`config.mk`:
```
export PLATFORM = sky130hd
export DESIGN_NAME = switch_node_alloc
export DESIGN_NICKNAME = d
export VERILOG_FILES = /design/src/rtl/sym_butterfly_pkg.sv /design/src/rtl/rr_arb_4.sv /design/src/rtl/switch_node_alloc.sv
export SDC_FILE = /design/constraint.sdc
export NUM_CORES = 1
export LEC_CHECK = 0
export BUFFER_PORTS_ARGS = -buffer_cell sky130_fd_sc_hd__buf_2
export CAP_MARGIN = 20
export CORE_ASPECT_RATIO = 1.2
export CORE_MARGIN = 2
export CORE_UTILIZATION = 25
export DETAILED_ROUTE_END_ITERATION = 6
export GPL_TIMING_DRIVEN = 0
export HOLD_SLACK_MARGIN = 0.05
export PLACE_DENSITY = 0.5
export SLEW_MARGIN = 15
export SYNTH_ARGS = -nofsm -noshare
export SYNTH_HDL_FRONTEND = slang
export SYNTH_SLANG_ARGS = --single-unit
```
`constraint.sdc`:
```
create_clock -name clk -period 3.2 [get_ports clk]
set_input_delay 0.48 -clock clk [delete_from_list [all_inputs] [get_ports clk]]
set_output_delay 0.48 -clock clk [all_outputs]
set_load 0.02 [all_outputs]
```
`src/rtl/sym_butterfly_pkg.sv`:
```
// Shared constants, output-port state type and index helper for the
// butterfly switch-node allocator.
package sym_butterfly_pkg;

  localparam int unsigned RADIX      = 4;
  localparam int unsigned PORT_IDX_W = 2;

  typedef enum logic {
    IDLE   = 1'b0,
    LOCKED = 1'b1
  } out_state_e;

  // Next port index, wrapping RADIX-1 back to 0.
  function automatic logic [PORT_IDX_W-1:0] next_idx(input logic [PORT_IDX_W-1:0] idx);
    return idx + PORT_IDX_W'(1);
  endfunction

endpackage

```
`src/rtl/rr_arb_4.sv`:
```
// Four-request round-robin picker: the first set request at or after ptr
// (mod 4) wins, reported one-hot and as an index.
module rr_arb_4
  import sym_butterfly_pkg::PORT_IDX_W;
(
  input  logic [3:0]            req,
  input  logic [PORT_IDX_W-1:0] ptr,
  output logic [3:0]            gnt,
  output logic [PORT_IDX_W-1:0] idx
);

  logic [PORT_IDX_W-1:0] cand;
  logic                  found;

  always_comb begin
    gnt   = '0;
    idx   = '0;
    cand  = '0;
    found = 1'b0;
    for (int k = 0; k < 4; k++) begin
      cand = ptr + PORT_IDX_W'(k);
      if (!found && req[cand]) begin
        found     = 1'b1;
        gnt[cand] = 1'b1;
        idx       = cand;
      end
    end
  end

endmodule

```
`src/rtl/switch_node_alloc.sv`:
```
// Per-output wormhole allocator for one butterfly switch node: each output
// locks to one input for a whole packet and passes flits while ready.
module switch_node_alloc #(
  parameter int unsigned RADIX = 4
) (
  input  logic                  clk,
  input  logic                  rst,
  input  logic [RADIX-1:0]      req_valid,
  input  logic [RADIX-1:0][1:0] req_dest,
  input  logic [RADIX-1:0]      req_tail,
  input  logic [RADIX-1:0]      out_ready,
  output logic [RADIX-1:0]      grant,
  output logic [RADIX-1:0][1:0] out_sel,
  output logic [RADIX-1:0]      out_valid
);

  import sym_butterfly_pkg::PORT_IDX_W;
  import sym_butterfly_pkg::out_state_e;
  import sym_butterfly_pkg::IDLE;
  import sym_butterfly_pkg::LOCKED;
  import sym_butterfly_pkg::next_idx;

  out_state_e            state_q  [RADIX];
  out_state_e            state_d  [RADIX];
  logic [PORT_IDX_W-1:0] owner_q  [RADIX];
  logic [PORT_IDX_W-1:0] owner_d  [RADIX];
  logic [PORT_IDX_W-1:0] ptr_q    [RADIX];
  logic [PORT_IDX_W-1:0] ptr_d    [RADIX];

  logic [RADIX-1:0]      owns_lock  [RADIX];
  logic [RADIX-1:0]      blocked    [RADIX];
  logic [RADIX-1:0]      dest_match [RADIX];
  logic [RADIX-1:0]      req_vec    [RADIX];
  logic [RADIX-1:0]      win_onehot [RADIX];
  logic [PORT_IDX_W-1:0] win_idx    [RADIX];
  logic [RADIX-1:0]      xfer;

  // Which input currently holds each LOCKED output.
  always_comb begin
    for (int o = 0; o < RADIX; o++) begin
      owns_lock[o] = '0;
      if (state_q[o] == LOCKED) begin
        owns_lock[o][owner_q[o]] = 1'b1;
      end
    end
  end

  // An input already holding some other output cannot request a second one.
  always_comb begin
    for (int o = 0; o < RADIX; o++) begin
      blocked[o]    = '0;
      dest_match[o] = '0;
      for (int o2 = 0; o2 < RADIX; o2++) begin
        if (o2 != o) begin
          blocked[o] = blocked[o] | owns_lock[o2];
        end
      end
      for (int i = 0; i < RADIX; i++) begin
        dest_match[o][i] = (req_dest[i] == PORT_IDX_W'(o));
      end
      req_vec[o] = req_valid & dest_match[o] & ~blocked[o];
    end
  end

  for (genvar g = 0; g < RADIX; g++) begin : g_arb
    rr_arb_4 u_arb (
      .req (req_vec[g]),
      .ptr (ptr_q[g]),
      .gnt (win_onehot[g]),
      .idx (win_idx[g])
    );
  end

  // Per-output next state plus combinational grant/valid/select.
  always_comb begin
    grant     = '0;
    out_valid = '0;
    out_sel   = '0;
    xfer      = '0;
    for (int o = 0; o < RADIX; o++) begin
      state_d[o] = state_q[o];
      owner_d[o] = owner_q[o];
      ptr_d[o]   = ptr_q[o];
      if (!rst) begin
        out_sel[o] = owner_q[o];
      end
      if (state_q[o] == IDLE) begin
        // Arbitration only; the winner's first flit moves next cycle.
        if (|win_onehot[o]) begin
          state_d[o] = LOCKED;
          owner_d[o] = win_idx[o];
        end
      end else begin
        xfer[o] = req_valid[owner_q[o]] && out_ready[o] &&
                  (req_dest[owner_q[o]] == PORT_IDX_W'(o));
        if (xfer[o] && !rst) begin
          grant[owner_q[o]] = 1'b1;
          out_valid[o]      = 1'b1;
        end
        if (xfer[o] && req_tail[owner_q[o]]) begin
          state_d[o] = IDLE;
          ptr_d[o]   = next_idx(owner_q[o]);
        end
      end
    end
  end

  always_ff @(posedge clk) begin
    if (rst) begin
      for (int o = 0; o < RADIX; o++) begin
        state_q[o] <= IDLE;
        owner_q[o] <= '0;
        ptr_q[o]   <= '0;
      end
    end else begin
      for (int o = 0; o < RADIX; o++) begin
        state_q[o] <= state_d[o];
        owner_q[o] <= owner_d[o];
        ptr_q[o]   <= ptr_d[o];
      end
    end
  end

endmodule

```
==> results of run 1 <==
what timing repair did:
item / in CTS / in global routing
gates resized for setup: 2 / 14
buffers inserted: 0 / 3
pin swaps: 0 / 3
endpoints found under the setup margin: 2 / 10
hold endpoints to repair: 0 / 0
critical path: cells and delay by family, from the launching register on:
| family | cells | cell delay (ns) |
|---|---|---|
| simple gates | 4 | 1.17 |
| mux | 2 | 0.62 |
| compound gates | 1 | 0.52 |
| flops | 1 | 0.37 |
| fa+ha+maj | 1 | 0.26 |
sequential cells by signal (all words and copies together) (netlist names):
register and flops:
owner_q 8, ptr_q 8, state_q 4
worst max-delay path by stage:
stage,end,slack [ns],depth (start not counted)
3_3_place_gp,owner_q[1][1]$_SDFFE_PP0P_,-0.09,9
3_5_place_dp,owner_q[1][1]$_SDFFE_PP0P_,-0.11,9
4_1_cts,owner_q[1][1]$_SDFFE_PP0P_,0.01,9
2_1_floorplan,owner_q[1][1]$_SDFFE_PP0P_,0.46,9
5_1_grt,owner_q[1][1]$_SDFFE_PP0P_,-0.07,9
6_report,owner_q[1][1]$_SDFFE_PP0P_,0.13,8
Yosys cell counts, drive strengths merged, types with 3 or more instances:
cell    number  share of area
a211oi       7          0.017
a21boi       7          0.017
a21o         3         0.0072
a21oi       20          0.032
a221oi       7          0.021
a222oi       5          0.016
a22oi       10          0.025
a311oi       3         0.0084
and2         9          0.018
and3        11          0.023
buf          7          0.015
clkbuf      11          0.013
dfxtp       20           0.13
ha          40           0.16
inv         22          0.026
mux2         7          0.026
mux2i       16          0.051
mux4         9          0.064
nand2       37          0.045
nand3       18          0.029
nand4       17          0.036
nor2        32          0.038
nor2b        4         0.0080
nor3        10          0.019
nor4         5         0.0099
o211ai       6          0.014
o21a         3         0.0072
o21ai       17          0.027
or4          4         0.0095
power by group through the flow:
| stage | combinational, mW | clock [mW] | sequential [mW] |
|---|---|---|---|
| global route | 0.412 | 0.285 | 0.293 |
| detailed placement | 0.360 | 0 | 0.293 |
| global placement | 0.358 | 0 | 0.293 |
| CTS | 0.363 | 0.278 | 0.288 |
| floorplan | 0.256 | 0 | 0.286 |
| finish | 0.377 | 0.268 | 0.289 |
metal layers:
| layer | up-vias | track usage |
|---|---|---|
| li1 | 1609 | - |
| met1 | 1601 | 0.217 |
| met2 | 139 | 0.271 |
| met3 | 19 | 0.0216 |
| met4 | 0 | 0.0344 |
| met5 | - | 0 |
placed cells by master (no fill, tap or decap), types with 5 or more instances in the layout:
master     n
buf_2     40
ha_1      40
nand2_1   36
nor2_1    32
inv_1     22
a21oi_1   20
nand3_1   17
o21ai_0   16
nand4_1   16
dfxtp_1   16
mux2i_1   15
and3_1    10
clkbuf_1   9
mux4_2     9
nor3_1     8
and2_1     7
a22oi_1    7
a211oi_1   7
a221oi_1   6
o211ai_1   6
a21boi_0   6
a222oi_1   5
nor4_1     5
metrics by stage:
| stage | TNS [ns] | utilization |
|---|---|---|
| 6_report | 0 | 0.301 |
| 5_1_grt | -0.0675 | 0.301 |
| 4_1_cts | 0 | 0.297 |
| 3_5_place_dp | -0.117 | 0.290 |
| 3_3_place_gp | -0.0957 | 0.290 |
| 2_1_floorplan | 0 | - |
layout make-up:
class,instances,area (µm²)
clock buffers,3,75.1
plain buffers,18,90.1
fillers,1333,8500
inverters,24,90.1
flip-flops and latches,20,405
repair buffers,39,203
well taps,161,201
multi-input cells,338,2600
cells by family after synthesis:
family                     count (synthesis)  synth area share
muxes                                     32             0.142
AOI/OAI and AO/OA                        111             0.262
buffers and inverters                     42            0.0565
and+or+nand+nor                          155             0.254
DFF                                       20             0.127
adders and majority gates                 40             0.159
==> results.yml, run 1 <==
sta:
  tightestPinTransition_ns: 0.704
  slew_headroom: 0.526
  period_needed_ns: 3.07
  hold_ws_ns: 0.561
  fmax_ghz: 0.326
  finalCritPeriodShare: 0.958
  setup_ws_ns: 0.135
  finalMaxSlewViolations: 0
  setup_violations: 0
  rsz0062_at_grt: "true"
  fin_skew_ns: 0.00268
  finalHoldViolCount: 0
floorplanning:
  coreArea_um2: 12200
  die_h_um: 127
  core.rowCount: 44
  pin_count: 38
  die-width_um: 106
  initial_core_util: 0.259
  dieArea_um2: 13500
synthesis:
  syn_area_um2: 3150
  synth_edf_count: 0
  yosys_warnings: 0
  ys.flop_type: "dfxtp_1"
  yosys.cell_types.count: 63
  synth_nets: 462
  postSynthCellCount: 400
  syn_area_per_cell_um2: 7.87
  ys_ff_latch: 20
  seq_area_frac_synth: 0.127
  synthArstFlopShare: 0
placement:
  dpl_worst_slack_ns: -0.106
  hpwl_mm: 8.60
  placed_cell_area_um2: 3530
  io_buffers: 36
  place_inst: 597
  gp_congestion: 0.913
cts:
  clock-root-buffer: "clkbuf_16"
  clk_pin_slew_ns: 0.06
  worstSkewPairLatency_ns: 0.26
  cts_tree: "yes"
  numCtsBuffers: 3
  htreeDepth: 1
  cts.sinks: 20
  hold_buffers: 0
  clock_path_buffers: 2
critical_path:
  r2r_slack_ns: 0.13
  startpoint: "owner_q[3][0]$_SDFFE_PP0P_"
  rr_startpoint: "owner_q[3][0]$_SDFFE_PP0P_"
  cp_slowest_stage_delay_ns: 0.52
  path_max_fanout: 8
  ff2ff_path_depth: 8
  arrival_ns: 3.21
  worst_setup_path_end_kind: "flop"
  start_kind: "flop"
  worstPathCellList: "ha_1, a221oi_2, nand4_2, and3_4, or3_1, mux2_4, nor3_2, mux2_1"
  crit_slowest_cell: "a221oi_2"
  required_ns: 3.35
  crit-reg2reg-capture: "owner_q[1][1]$_SDFFE_PP0P_"
  path_class: "flop to flop"
hold_path:
  hp-start: "owner_q[3][0]$_SDFFE_PP0P_"
  hold_path_class: "flop to flop"
  worstHoldEndpoint: "ptr_q[3][0]$_SDFFE_PP0P_"
  min_path_cells: 1
drt:
  drt-vias-per-instance: 5.59
  drt-met1-wl_mm: 4.89
  via_count: 3368
  drt_iter0_drc: 273
  dr.pass1.iters: 5
  met2RoutedLength_mm: 5.11
  postRouteWirelength_mm: 10.9
  highest_layer: "met4"
  wl_per_cell_um: 18.1
  drcViolationCount: 0
  wl_met3_um: 693
  ant_nets: 0
global_routing:
  grt_use_total: 0.160
  grt_pass1_wl_mm: 17.5
  gr-total-overflow: 0
  grt_max_degree: 12
  grt_pass1_vias: 3292
  antenna_found_initial: 0
flow_run:
  drv_cap: 0
power:
  clkPwrFrac: 0.287
  p_int_uw: 580
  p_comb_frac: 0.403
  p_leak_nw: 1.43
  finalPower_uw: 935
  p_sw_uw: 355
  peakVddDrop_uv: 157
  power_density_nw_per_um2: 255
  p_seq_frac: 0.309
  swShare: 0.380
cells_and_area:
  fin_cells: 603
  drive_gt1_frac: 0.188
  fin_area_um2: 3660
  nets: 506
  syn2layout_area_growth_pct: 16.5
  diodes: 0
run_status:
  status: "completed"
Power figures use the tool's default switching activity.
==> run 2, diff against run 1 <==
==> constraint.sdc (replaced) <==
create_clock -name clk -period 3.73 [get_ports clk]
set_input_delay 0.5595 -clock clk [delete_from_list [all_inputs] [get_ports clk]]
set_output_delay 0.5595 -clock clk [all_outputs]
set_load 0.02 [all_outputs]
==> results.yml, run 2 (synthesis gave the netlist of run 1 again) <==
run_status:
  status: "completed"
cts:
  clock-root-buffer: "clkbuf_16"
  clk_pin_slew_ns: 0.06
  hold_buffers: 0
  worstSkewPairLatency_ns: 0.26
  cts.sinks: 20
  post_cts_resized: 0
  cts_tree: "yes"
  numCtsBuffers: 3
  clock_path_buffers: 2
  cts_setup_buffers: 0
  htreeDepth: 1
power:
  p_sw_uw: 302
  clkPwrFrac: 0.293
  p_seq_frac: 0.311
  swShare: 0.381
  p_leak_nw: 1.40
  power_density_nw_per_um2: 220
  p_int_uw: 491
  p_comb_frac: 0.396
  peakVddDrop_uv: 136
critical_path:
  start_kind: "input pin"
  rr_startpoint: "owner_q[2][0]$_SDFFE_PP0P_"
  worst_setup_path_end_kind: "output port"
  required_ns: 3.17
  arrival_ns: 2.87
  path_max_fanout: 6
  path_class: "input pin to output port"
  startpoint: "req_dest[2]"
floorplanning:
  pin_count: 38
  core.rowCount: 44
  dieArea_um2: 13500
  die-width_um: 106
  coreArea_um2: 12200
  die_h_um: 127
  initial_core_util: 0.259
hold_path:
  hp-start: "owner_q[2][1]$_SDFFE_PP0P_"
  hold_path_class: "flop to flop"
placement:
  place_inst: 597
  hpwl_mm: 8.60
  gp_congestion: 0.913
  io_buffers: 36
  placed_cell_area_um2: 3530
sta:
  setup_violations: 0
  hold_ws_ns: 0.584
  fmax_ghz: 0.292
  tightestPinTransition_ns: 0.790
  fin_skew_ns: 0.00286
  slew_headroom: 0.472
  finalMaxSlewViolations: 0
  finalHoldViolCount: 0
  period_needed_ns: 3.43
  fin_tns_setup_ns: 0
  finalCritPeriodShare: 0.919
  rsz0062_at_grt: "false"
drt:
  postRouteWirelength_mm: 10.8
  drt-vias-per-instance: 5.63
  drcViolationCount: 0
  dr.pass1.iters: 5
  via_count: 3378
  drt_iter0_drc: 207
  ant_nets: 0
  wl_per_cell_um: 18.1
cells_and_area:
  layout_common_cells: "40 x buf_2, 40 x ha_1, 36 x nand2_1"
  diodes: 0
  fin_cells: 600
  drive_gt1_frac: 0.153
  reg_top3: "owner_q (8), ptr_q (8), state_q (4)"
  fin_area_um2: 3600
  nets: 503
  syn2layout_area_growth_pct: 14.5
flow_run:
  drv_cap: 0
global_routing:
  grt_pass1_wl_mm: 17.5
  grt_use_total: 0.160
  antenna_found_initial: 0
  grt_pass1_vias: 3299
  gr-total-overflow: 0
  grt_max_degree: 12
[run 2: cell count changes in the layout (fill, tap and decap cells not counted), sizes merged]
cell,delta
buf,-3
[run 2: worst paths after layout]
kind                                              endpoint  cells after the start  slack (ns)
worst max-delay path                              grant[3]                      8        0.30
worst min-delay path            owner_q[2][1]$_SDFFE_PP0P_                      2        0.58
worst max register to register  owner_q[1][1]$_SDFFE_PP0P_                      9        0.38
worst min register to register  owner_q[2][1]$_SDFFE_PP0P_                      2        0.58
[run 2: final cells by class]
cell class	count	area, µm²
buffer	18	87.6
clock buffer	3	75.1
fill	1341	8560
inverter	24	90.1
multi-input combinational	338	2570
sequential	20	400
tap	161	201
timing repair buffer	36	180
[run 2: per-layer routing]
metal / track usage / up-vias / wire length (µm) / part of all wire
met4: 0.0336 / 0 / 188 / 0.017
met5: 0 / - / 0 / 0
met3: 0.0211 / 15 / 587 / 0.054
met2: 0.271 / 140 / 5090 / 0.47
li1: - / 1609 / - / -
met1: 0.218 / 1614 / 4980 / 0.46
[run 2: worst max-delay path, stage by stage]
cell      delay [ns]
buf_2           0.13
nor3b_1         0.67
a221oi_1        0.20
or3_1           0.43
nor2_1          0.37
a222oi_1        0.21
nand2_1         0.13
buf_2           0.17
[run 2: power groups by stage]
stage                     Combinational (mW)  Sequential (mW)  Clock [mW]
final                                  0.314            0.246       0.233
after global routing                   0.345            0.249       0.245
after CTS                              0.311            0.246       0.239
after detailed placement               0.309            0.251           0
after global placement                 0.307            0.251           0
after floorplan                        0.219            0.245           0
[run 2: through the flow]
stage          power [mW]  setup slack (ns)   util
2_1_floorplan       0.465             0.944      -
3_3_place_gp        0.558             0.376  0.290
3_5_place_dp        0.560             0.372  0.290
4_1_cts             0.796             0.370  0.296
5_1_grt             0.840             0.153  0.296
6_report            0.793             0.301  0.296
==> run 3, diff against run 2 <==
--- a/config.mk
+++ b/config.mk
@@ -13,8 +13,9 @@
 export DETAILED_ROUTE_END_ITERATION = 6
 export GPL_TIMING_DRIVEN = 0
 export HOLD_SLACK_MARGIN = 0.05
-export PLACE_DENSITY = 0.5
+export PLACE_DENSITY = 0.49
 export SLEW_MARGIN = 15
 export SYNTH_ARGS = -nofsm -noshare
 export SYNTH_HDL_FRONTEND = slang
+export SYNTH_HIERARCHICAL = 1
 export SYNTH_SLANG_ARGS = --single-unit
==> results.yml, run 3 <==
run_status:
  status: "completed"
critical_path:
  start_kind: "flop"
  path_delay_family: "compound AO/OA/AOI/OAI gates"
  rr_startpoint: "owner_q[0][5]$_SDFFE_PP0P_"
  cp_slowest_stage_delay_ns: 0.45
  startpoint: "owner_q[0][5]$_SDFFE_PP0P_"
  path_class: "flop to flop"
  crit_top_cell: "and2_1"
  worstPathCellList: "inv_1, ha_1, and2_1, a2111oi_4, and2_1, buf_2, and3b_1, o21ai_0, o31ai_1, a221o_2, nor4_4, nor2_1, nand2_1, a21oi_1"
  required_ns: 3.85
  arrival_ns: 3.63
  r2r_slack_ns: 0.22
  path_max_fanout: 10
  cp.buffers_inverters: 2
  crit_slowest_cell: "a221o_2"
  worst_setup_path_end_kind: "flop"
floorplanning:
  core.rowCount: 48
  coreArea_um2: 14400
  die_h_um: 136
  die-width_um: 114
  dieArea_um2: 15600
  initial_core_util: 0.254
  pin_count: 38
synthesis:
  synth_fa_ha_area_frac: 0.123
  yosys_warnings: 6
  syn_area_um2: 3650
  synthArstFlopShare: 0
  synthMuxAreaShare: 0.152
  postSynthCellCount: 467
  yosys.area_share.simple: 0.287
  synth_common_cells: "60 x nand2_1, 36 x ha_1, 34 x nor2_1, 31 x o21ai_0, 24 x inv_1"
  seq_area_frac_synth: 0.110
  yosysMostFrequentCell: "nand2_1"
  synthXorXnorAreaFrac: 0
  synth_top_cell_by_area: "ha_1"
  ys.flop_type: "dfxtp_1"
  synth_nets: 525
  synth-compound-area-share: 0.251
  synth_top_family_by_area: "simple AND/OR/NAND/NOR gates"
  synth_top_area_frac: 0.123
  syn_area_per_cell_um2: 7.82
  synth_edf_count: 0
  synthTopCellsByArea: "ha_1 12%, dfxtp_1 11%, mux4_2 9.2%"
  yosys.cell_types.count: 63
  ys_ff_latch: 20
drt:
  ant_nets: 0
  drt_iter0_drc: 234
  wl_per_cell_um: 16.7
  postRouteWirelength_mm: 11.4
  drt-vias-per-instance: 5.45
  dr.pass1.iters: 5
  via_count: 3715
  drcViolationCount: 0
cts:
  worstSkewPairLatency_ns: 0.26
  clk_pin_slew_ns: 0.06
  cts.sinks: 20
  htreeDepth: 1
  clock-root-buffer: "clkbuf_16"
  clock_path_buffers: 2
  hold_buffers: 0
  numCtsBuffers: 3
  cts_tree: "yes"
sta:
  finalCritPeriodShare: 0.940
  fin_tns_setup_ns: 0
  tightestPinTransition_ns: 0.663
  slew_headroom: 0.554
  fmax_ghz: 0.285
  setup_ws_ns: 0.222
  setup_violations: 0
  period_needed_ns: 3.51
  fin_skew_ns: 0.00166
  rsz0062_at_grt: "false"
  finalMaxSlewViolations: 0
  finalHoldViolCount: 0
hold_path:
  hold_path_class: "flop to flop"
  hp-start: "owner_q[0][0]$_SDFFE_PP0P_"
global_routing:
  gr-total-overflow: 0
  antenna_found_initial: 0
  grt_use_total: 0.142
  grt_max_degree: 11
  grt_pass1_wl_mm: 18.0
  grt_pass1_vias: 3512
cells_and_area:
  layout_common_cells: "60 x nand2_1, 49 x buf_2, 36 x ha_1"
  drive_gt1_frac: 0.243
  nets: 567
  fin_cells: 682
  reg_top3: "owner_q (8), ptr_q (8), state_q (4)"
  final_common_cell: "nand2_1"
  diodes: 0
  syn2layout_area_growth_pct: 15.4
placement:
  place_inst: 679
  io_buffers: 37
  hpwl_mm: 8.96
  gp_congestion: 0.868
  dpl_worst_slack_ns: -0.334
power:
  p_leak_nw: 1.56
  p_seq_frac: 0.312
  peakVddDrop_uv: 123
  swShare: 0.364
  p_int_uw: 486
  power_density_nw_per_um2: 181
  p_comb_frac: 0.393
  clkPwrFrac: 0.295
  p_sw_uw: 278
flow_run:
  drv_cap: 0
[run 3: changes by cell type in the layout (fill, tap and decap cells not counted), moves of 7 or more]
cell      before  now
and3_1        10    2
o21ai_0       16   31
a21boi_0       7    0
nor3b_1        2   10
nand3_1       18    8
nand4_1       16    3
nand2b_1       1   13
clkbuf_2       0    8
a221o_2        0   12
buf_2         40   49
nand2_1       36   60
a21oi_1       20   13
[run 3: what timing repair did]
action,4_1_cts,5_1_grt
buffers inserted,0,0
pin swaps,0,1
setup endpoints to repair,8,11
gates resized for setup,5,12
[run 3: worst register-to-register path, stage by stage, from the launching register on]
cell and delay (ns):
dfxtp_2 0.42, inv_1 0.14, ha_1 0.20, and2_1 0.21
a2111oi_4 0.35, and2_1 0.23, buf_2 0.22, and3b_1 0.19
o21ai_0 0.19, o31ai_1 0.18, a221o_2 0.45, nor4_4 0.37
nor2_1 0.10, nand2_1 0.09, a21oi_1 0.05
[run 3: layout make-up]
cell class                      count  area [µm²]
Inverter                           27         101
Clock buffer                        3        75.1
Buffer                             32         175
Fill cell                        1550       10100
Tap cell                          175         219
Sequential cell                    20         403
Multi-Input combinational cell    388        3060
Timing Repair Buffer               37         185
[run 3: kinds of logic after synthesis]
| logic type | Yosys count |
|---|---|
| compound gates | 126 |
| buf+inv | 59 |
| simple gates | 191 |
| fa+ha+maj | 36 |
| mux | 35 |
| flops | 20 |
[run 3: power by group through the flow]
stage	combinational, mW	sequential, mW	clock [mW]
floorplan	0.203	0.238	0
global placement	0.279	0.243	0
global route	0.330	0.240	0.238
detailed placement	0.284	0.243	0
finish	0.300	0.239	0.225
CTS	0.290	0.238	0.228
[run 3: routing by layer]
metal | vias to the layer above | track usage | wire length, µm
met1 | 1792 | 0.183 | 4970
met4 | 0 | 0.0434 | 260
met3 | 15 | 0.0129 | 501
met5 | - | 0 | 0
met2 | 96 | 0.248 | 5640
li1 | 1812 | - | -
[run 3: final timing paths]
check                               end  cells past startpoint
min          owner_q[0][0]$_SDFFE_PP0P_                      2
max          owner_q[0][3]$_SDFFE_PP0P_                     14
min reg2reg  owner_q[0][0]$_SDFFE_PP0P_                      2
max reg2reg  owner_q[0][3]$_SDFFE_PP0P_                     14
[run 3: per-stage QoR]
step	total power [mW]	utilization	cell area [µm²]	hold WS, ns
CTS	0.756	0.289	4160	0.540
detailed placement	0.527	0.283	4060	0.532
finish	0.765	0.294	4220	0.536
global placement	0.522	0.283	4060	0.524
floorplan	0.441	-	3650	0.494
global route	0.807	0.294	4220	0.572
